--- config.mk ---
export PLATFORM = sky130hd
export DESIGN_NAME = uart_tx_flat
export DESIGN_NICKNAME = d
export VERILOG_FILES = /design/src/rtl/uart_tx_pkg.sv /design/src/rtl/uart_tx_if.sv /design/src/rtl/uart_tx.sv /design/src/flat_wrapper.sv
export SDC_FILE = /design/constraint.sdc
export NUM_CORES = 1
export LEC_CHECK = 0
export BUFFER_PORTS_ARGS = -buffer_cell sky130_fd_sc_hd__buf_2
export CORE_MARGIN = 2
export CORE_UTILIZATION = 51
export CTS_CLUSTER_DIAMETER = 100
export DETAILED_ROUTE_END_ITERATION = 10
export GPL_ROUTABILITY_DRIVEN = 0
export MAX_ROUTING_LAYER = met4
export PLACE_DENSITY_LB_ADDON = 0.3
export SKIP_LAST_GASP = 1
export SLEW_MARGIN = 20
export SYNTH_ARGS = -nofsm -noshare
export SYNTH_HDL_FRONTEND = slang
export SYNTH_SLANG_ARGS = --single-unit
--- constraint.sdc ---
create_clock -name clk -period 1.7 [get_ports clk]
set_clock_uncertainty 0.05 [all_clocks]
set_input_delay 0.085 -clock clk [delete_from_list [all_inputs] [get_ports clk]]
set_output_delay 0.085 -clock clk [all_outputs]
set_load 0.1 [all_outputs]
--- src/rtl/uart_tx_pkg.sv ---
// Shared UART definitions: divider defaults, byte width, frame bit indices and FSM encoding.
// Frame layout depends on the UART_TX_PARITY_EN build option.
package uart_tx_pkg;

    localparam int unsigned DIV_RATE_DEF  = 260;
    localparam int unsigned DIV_CNT_W_DEF = 9;
    localparam int unsigned BYTE_W        = 8;

    localparam logic [3:0] BIT_START = 4'd0;
    localparam logic [3:0] BIT_DATA0 = 4'd1;
`ifdef UART_TX_PARITY_EN
    localparam logic [3:0] BIT_PARITY = 4'd9;
    localparam logic [3:0] BIT_STOP   = 4'd10;
`else
    localparam logic [3:0] BIT_STOP   = 4'd9;
`endif
    localparam logic [3:0] FRAME_LEN = BIT_STOP + 4'd1;

    typedef enum logic {
        StIdle = 1'b0,
        StSend = 1'b1
    } state_e;

endpackage

--- src/rtl/uart_tx_if.sv ---
// Command/status bundle between the UART controller (master) and the transmitter (slave).
interface uart_tx_if;
    import uart_tx_pkg::*;

    logic              tx_start;
    logic [BYTE_W-1:0] tx_data;
    logic              tx_busy;
    logic              tx_end;
    logic              tx;

    modport master (
        output tx_start,
        output tx_data,
        input  tx_busy,
        input  tx_end,
        input  tx
    );

    modport slave (
        input  tx_start,
        input  tx_data,
        output tx_busy,
        output tx_end,
        output tx
    );

endinterface

--- src/rtl/uart_tx.sv ---
// UART transmitter: start bit, 8 data bits LSB first, optional even parity, one stop bit.
// Define UART_TX_PARITY_EN to insert the parity bit (11-bit frame).
module uart_tx
    import uart_tx_pkg::*;
#(
    parameter int unsigned DIV_RATE  = DIV_RATE_DEF,
    parameter int unsigned DIV_CNT_W = DIV_CNT_W_DEF
) (
    input  logic     clk,
    input  logic     reset,
    uart_tx_if.slave bus
);

    localparam logic [DIV_CNT_W-1:0] DivLast = DIV_CNT_W'(DIV_RATE - 1);
    localparam logic [3:0] DataLast = BIT_DATA0 + 4'(BYTE_W - 1);

    state_e               state_q, state_d;
    logic [DIV_CNT_W-1:0] div_cnt_q, div_cnt_d;
    logic [3:0]           bit_cnt_q, bit_cnt_d;
    logic [BYTE_W-1:0]    shift_q, shift_d;
    logic                 tx_q, tx_d;
    logic                 busy_q, busy_d;
    logic                 end_q, end_d;
`ifdef UART_TX_PARITY_EN
    logic                 parity_q, parity_d;
`endif

    always_comb begin
        state_d   = state_q;
        div_cnt_d = div_cnt_q;
        bit_cnt_d = bit_cnt_q;
        shift_d   = shift_q;
        tx_d      = tx_q;
        busy_d    = busy_q;
        end_d     = 1'b0;
`ifdef UART_TX_PARITY_EN
        parity_d  = parity_q;
`endif
        unique case (state_q)
            StIdle: begin
                tx_d   = 1'b1;
                busy_d = 1'b0;
                if (bus.tx_start) begin
                    state_d   = StSend;
                    shift_d   = bus.tx_data;
`ifdef UART_TX_PARITY_EN
                    parity_d  = ^bus.tx_data;
`endif
                    div_cnt_d = '0;
                    bit_cnt_d = BIT_START;
                    tx_d      = 1'b0;
                    busy_d    = 1'b1;
                end
            end
            StSend: begin
                if (div_cnt_q != DivLast) begin
                    div_cnt_d = div_cnt_q + 1'b1;
                end else begin
                    div_cnt_d = '0;
                    if (bit_cnt_q >= BIT_STOP) begin
                        // Saturate the bit counter so it never wraps back into the frame.
                        state_d   = StIdle;
                        busy_d    = 1'b0;
                        end_d     = 1'b1;
                        tx_d      = 1'b1;
                        bit_cnt_d = FRAME_LEN;
                    end else begin
                        bit_cnt_d = bit_cnt_q + 4'd1;
                        if (bit_cnt_d <= DataLast) begin
                            tx_d    = shift_q[0];
                            shift_d = shift_q >> 1;
`ifdef UART_TX_PARITY_EN
                        end else if (bit_cnt_d == BIT_PARITY) begin
                            tx_d = parity_q;
`endif
                        end else begin
                            tx_d = 1'b1;
                        end
                    end
                end
            end
            default: state_d = StIdle;
        endcase
    end

    always_ff @(posedge clk) begin
        if (reset) begin
            state_q   <= StIdle;
            div_cnt_q <= '0;
            bit_cnt_q <= '0;
            shift_q   <= '0;
            tx_q      <= 1'b1;
            busy_q    <= 1'b0;
            end_q     <= 1'b0;
`ifdef UART_TX_PARITY_EN
            parity_q  <= 1'b0;
`endif
        end else begin
            state_q   <= state_d;
            div_cnt_q <= div_cnt_d;
            bit_cnt_q <= bit_cnt_d;
            shift_q   <= shift_d;
            tx_q      <= tx_d;
            busy_q    <= busy_d;
            end_q     <= end_d;
`ifdef UART_TX_PARITY_EN
            parity_q  <= parity_d;
`endif
        end
    end

    assign bus.tx      = tx_q;
    assign bus.tx_busy = busy_q;
    assign bus.tx_end  = end_q;

endmodule

--- src/flat_wrapper.sv ---
// flat-port wrapper written by rule: the top's interface ports become plain ports
module uart_tx_flat import uart_tx_pkg::*;
#(
    parameter int unsigned DIV_RATE  = DIV_RATE_DEF,
    parameter int unsigned DIV_CNT_W = DIV_CNT_W_DEF
)
  (clk, reset, bus_tx_start, bus_tx_data, bus_tx_busy, bus_tx_end, bus_tx);
  uart_tx_if bus_i ();
  input  logic clk;
  input  logic reset;
  input wire logic [$bits(bus_i.tx_start)-1:0] bus_tx_start;
  input wire logic [$bits(bus_i.tx_data)-1:0] bus_tx_data;
  output wire logic [$bits(bus_i.tx_busy)-1:0] bus_tx_busy;
  output wire logic [$bits(bus_i.tx_end)-1:0] bus_tx_end;
  output wire logic [$bits(bus_i.tx)-1:0] bus_tx;
  assign bus_i.tx_start = bus_tx_start;
  assign bus_i.tx_data = bus_tx_data;
  assign bus_tx_busy = bus_i.tx_busy;
  assign bus_tx_end = bus_i.tx_end;
  assign bus_tx = bus_i.tx;
  uart_tx #(.DIV_RATE(DIV_RATE), .DIV_CNT_W(DIV_CNT_W)) u_core (.clk(clk), .reset(reset), .bus(bus_i));
endmodule
==> flow_summary.toml, run 1 <==
[cells_and_area]
drive_above_1_share = 0.372
area_growth_pct = 31.6
utilization = 0.715
fin_cells = 218
nNetsFinal = 204
design_area_um2 = 1770
diodes = 0
fill_cells = 203

[setup_path]
r2r_end = "u_core.bus.tx"
path_cells = "ha_4, nor4b_4, buf_4, o2111ai_4, buf_4, a22oi_1, o21ai_0"
critPathMaxStageDelay_ns = 0.38
critical_path_class = "register to register"
end_kind = "register"
worstPathRequired_ns = 1.85
cp_top_family = "compound AO/OA/AOI/OAI gates"
slowest_stage = "dfxtp_2"
crit_arrival_ns = 1.94
cp_max_fo = 7
cp.buffers_inverters = 2
cp-start-kind = "register"
r2r_setup_slack_ns = -0.09
ff2ff_path_depth = 7
path_common_cell = "buf_4"
reg2reg_from = "u_core.div_cnt_q[0]"

[synth]
synth_top_area_frac = 0.372
synthMuxAreaShare = 0.00744
synth_most_common_cell = "dfxtp_1"
yosysWarnings = 0
yosys_most_used_dff = "dfxtp_1"
synth_cells = 148
synth_area_leaders = "dfxtp_1, nor2b_1, a311oi_1"
ys_seq_elements = 25
syn_area_um2 = 1350
synth_top_family_by_area = "simple AND/OR/NAND/NOR gates"
netlist_top_cells_count = "dfxtp_1, nor2b_1, inv_1, nand3_1, a21oi_1"
synthAdderAreaFrac = 0.0372
synthArstFlopShare = 0
synth.avg_cell_area_um2 = 9.09
synth_top_area_cell = "dfxtp_1"
synthXorXnorAreaFrac = 0
synthSimpleGateAreaFrac = 0.294
synth_edf_count = 0
ys_seq_area_frac = 0.372
synth_compound_area_frac = 0.230
synth_cell_types = 44
synthesis.nets = 163

[placed_design]
portBuffers = 13
place_inst = 204
postPlaceCellArea_um2 = 1590
dp_hpwl_mm = 2.22

[route]
remaining_drc_errors = 0
drt_iter0_markers = 58
via_per_inst = 6.11
wl_per_cell_um = 16.4
wl_mm = 3.57
antenna_left = 0
num_vias = 1332
dr.pass1.iters = 4

[clock_network]
cts_root_buffer = "clkbuf_4"
cts_buffer_depth = 2
cts-buffers-inserted = 3
htree_num_levels = 1
clk_pin_slew_ns = 0.14
cts_tree = "done"
clock_sinks = 25
clkLatencyLatePin_ns = 0.32

[timing]
worstMarginPinSlew_ns = 0.488
maxSlewViolCount = 0
finalSetupTns_ns = -0.0966
hold_viol = 0
finalSetupViolations = 2
worst_slack_ns = -0.0936
hold_slack_ns = 0.145
rsz0062_at_grt = "true"
relSlewSlack = 0.677
max_freq_mhz = 558
period_share = 1.06
period_minus_slack_ns = 1.79

[die]
start_util = 0.543
core_area_um2 = 2480
die_w_um = 55.4
die_y_um = 55.4
io_pins = 14
die-area_um2 = 3060
rows = 18

[power]
internal_power_uw = 766
seqPwrFrac = 0.583
powerDensity_nw_per_um2 = 603
p_leak_uw = 0.000664
clkPwrFrac = 0.254
p_comb_frac = 0.164
ir_worst_vdd_uv = 498
p_sw_frac = 0.282
switchingPower_uw = 300

[outcome]
violations = "negative setup slack"
status = "finished, violations left"

[worst_hold_path]
worstHoldStart = "bus_tx_data[7]"
hold-path-endpoint = "u_core.shift_q[7]"
hold_depth = 4
min_path_type = "primary input to register"

[global_routing]
grt_overflow = 0
grt_max_degree = 28
grt_pass1_vias = 1200
antenna_found_initial = 0
grtUsageTotal = 0.218
grt_pass1_wl_mm = 5.38

[job]
maxCapViolations = 0
==> routing by layer <==
metal,part of all wire,track usage,vias up
li1,-,-,641
met1,0.44,0.278,659
met2,0.52,0.355,30
met3,0.032,0.0304,2
met4,0.0042,0.0732,0
met5,0,-,-
==> worst max-delay path by stage <==
stage                        startpoint                   to  slack [ns]  cells after the start
floorplan           u_core.div_cnt_q[0]    u_core.shift_q[0]       0.009                      6
global placement    u_core.bit_cnt_q[0]  u_core.bit_cnt_q[0]        0.02                      5
detailed placement  u_core.bit_cnt_q[0]  u_core.bit_cnt_q[0]       -0.05                      5
CTS                 u_core.div_cnt_q[1]    u_core.shift_q[2]      -0.003                      5
global route        u_core.div_cnt_q[0]        u_core.bus.tx       -0.15                      7
finish              u_core.div_cnt_q[0]        u_core.bus.tx       -0.09                      7
==> worst min-delay path: stages <==
cell and delay, ns:
buf_2 0.07, nor3b_1 0.19, a31oi_1 0.06, nor2_1 0.08
==> flip-flops by register name, summed over array words and instances (netlist names) <==
register and flops:
u_core.state_q 1, u_core.div_cnt_q 9, u_core.bus.tx_busy 1, u_core.shift_q 8, u_core.bus.tx 1, u_core.bit_cnt_q 4, u_core.bus.tx_end 1
==> stage by stage <==
stage,worst slack (ns),power (uW)
after floorplan,0.00872,738
after global placement,0.0206,781
after detailed placement,-0.0484,787
after CTS,-0.00259,1050
after global routing,-0.155,1120
final,-0.0936,1070
==> power groups by stage <==
stage                     sequential [uW]  clock, uW  combinational (uW)
after CTS                             621        272                 158
after global routing                  623        311                 190
after floorplan                       654          0                83.8
after global placement                633          0                 148
final                                 622        271                 174
after detailed placement              634          0                 153
==> layout by cell type (no fill, tap or decap), types with 5 or more instances in the layout <==
master    netlist  layout
a21oi_1         8       6
a311oi_1        7       5
buf_2           1      13
buf_4           0      28
dfxtp_1        25      20
inv_1          10       9
nand2_1         5       5
nand3_1        10      10
nor2_1          7       7
nor2b_1        12      12
nor3_1          5       5
==> what timing repair did <==
item / in CTS / in global routing
hold buffers: 2 / 0
pin swaps: 4 / 5
setup buffers: 1 / 6
setup endpoints to repair: 5 / 12
hold endpoints to repair: 3 / 0
cloned: 0 / 1
resized for setup: 4 / 11
==> cell families after synthesis <==
| kind of cell | after synthesis |
|---|---|
| AOI/OAI and AO/OA | 38 |
| adders and majority gates | 4 |
| and+or+nand+nor | 61 |
| DFF | 25 |
| muxes | 1 |
| buffers and inverters | 19 |
==> layout make-up <==
cell class,instances,area [um^2],area share
multi-input cells,105,853,0.482
flip-flops and latches,25,509,0.288
repair buffers,44,307,0.173
inverters,10,37.5,0.0212
well taps,30,37.5,0.0212
clock buffers,4,26.3,0.0148
Note: power is estimated with default switching activity, not from simulation.
==> run 2: changes to the inputs <==
- CORE_MARGIN: 2 -> not set
==> flow_summary.toml, run 2 (synthesized netlist as in run 1, its figures left out) <==
[die]
die_y_um = 53.4
die_w_um = 53.4
io_pins = 14
core_area_um2 = 2480
start_util = 0.543
die-area_um2 = 2850
rows = 18

[placed_design]
dp_hpwl_mm = 2.18
post-place-ws_ns = -0.0127
portBuffers = 13
postPlaceCellArea_um2 = 1600

[global_routing]
grtUsageTotal = 0.255
grt_pass1_vias = 1169
grt_max_degree = 28
grt_overflow = 0
grt_pass1_wl_mm = 5.20
antenna_found_initial = 0

[route]
num_vias = 1284
wl_per_cell_um = 15.2
via_per_inst = 6.03
remaining_drc_errors = 0
antenna_left = 0
drt_iter0_markers = 33
dr.pass1.iters = 4
wl_mm = 3.23

[power]
p_sw_frac = 0.279
switchingPower_uw = 293
seqPwrFrac = 0.592
ir_worst_vdd_uv = 490
powerDensity_nw_per_um2 = 616
p_leak_uw = 0.000647
internal_power_uw = 756
p_comb_frac = 0.151
clkPwrFrac = 0.257

[setup_path]
critical_path_class = "register to register"
worstPathRequired_ns = 1.92
crit_arrival_ns = 1.98
cp-start-kind = "register"
end_kind = "register"
cp_max_fo = 3

[clock_network]
clkLatencyLatePin_ns = 0.32
clock_sinks = 25
cts-buffers-inserted = 3
htree_num_levels = 1
cts_buffer_depth = 2
cts_tree = "done"
clk_pin_slew_ns = 0.14
cts_root_buffer = "clkbuf_4"

[timing]
worst_slack_ns = -0.0672
period_minus_slack_ns = 1.77
rsz0062_at_grt = "true"
finalSetupViolations = 1
max_freq_mhz = 566
worstMarginPinSlew_ns = 0.486
hold_viol = 0
maxSlewViolCount = 0
period_share = 1.04
relSlewSlack = 0.678

[cells_and_area]
area_growth_pct = 26.7
utilization = 0.688
design_area_um2 = 1700
max_flop_register = "u_core.div_cnt_q"
layout_common_cells = "buf_4, dfxtp_1, buf_2, nor2b_1, inv_1"
reg_top3 = "u_core.div_cnt_q: 9 flops, u_core.shift_q: 8 flops, u_core.bit_cnt_q: 4 flops"
drive_above_1_share = 0.350
largest_reg_flops = 9
nNetsFinal = 199
diodes = 0
final_common_cell = "buf_4"

[outcome]
status = "finished, violations left"
violations = "negative setup slack"

[worst_hold_path]
min_path_type = "primary input to register"

[job]
maxCapViolations = 0
-- run 2: layer usage --
layer  up-vias  wire [um]  part of all wire  track usage
li1        635          -                 -            -
met1       622       1500              0.46        0.330
met2        27       1650              0.51        0.400
met3         0         86             0.027       0.0402
met4         0          0                 0       0.0877
met5         -          0                 0            -
-- run 2: final cells by class --
type | instances | area (um^2)
clock buffer | 3 | 22.5
clock inverter | 1 | 5.00
fill | 181 | 773
inverter | 10 | 37.5
multi-input combinational | 105 | 828
sequential | 25 | 507
tap | 30 | 37.5
timing repair buffer | 39 | 267
-- run 2: through the flow --
step                      cells  hold slack (ns)  power, uW  setup TNS (ns)
final                       213           0.0440       1050         -0.0672
after global routing        213           0.0454       1090          -0.218
after CTS                   212           0.0308       1050         -0.0353
after detailed placement    205            0.281        785         -0.0127
after global placement      205            0.274        779               0
after floorplan             148            0.136        738               0
-- run 2: power by group through the flow --
stage	registers (uW)	clock network, uW	logic, uW
6_report	622	269	158
3_5_place_dp	634	0	151
5_1_grt	624	294	171
3_3_place_gp	632	0	146
4_1_cts	621	273	155
2_1_floorplan	654	0	83.8
-- run 2: repair_timing --
action,CTS,global route
pin swaps,1,3
endpoints found under the setup margin,9,12
endpoints found under the hold margin,1,0
hold buffers,1,0
buffers inserted,1,2
resized for setup,2,8
cloned,1,0
-- run 2: critical path, stage by stage (launching register included) --
cell	delay, ns
dfxtp_2	0.37
ha_4	0.16
nor4b_4	0.12
buf_4	0.16
buf_6	0.13
a21boi_2	0.17
or4b_4	0.48
nand3_2	0.08
-- run 2: path summary, 6_finish.rpt --
kind	from	to	slack, ns	cells after the start
max reg2reg	u_core.div_cnt_q[1]	u_core.div_cnt_q[6]	-0.07	7
min	reset	u_core.div_cnt_q[1]	0.04	2
max	u_core.div_cnt_q[1]	u_core.div_cnt_q[6]	-0.07	7
min reg2reg	u_core.bus.tx_busy	u_core.bus.tx_busy	0.44	2
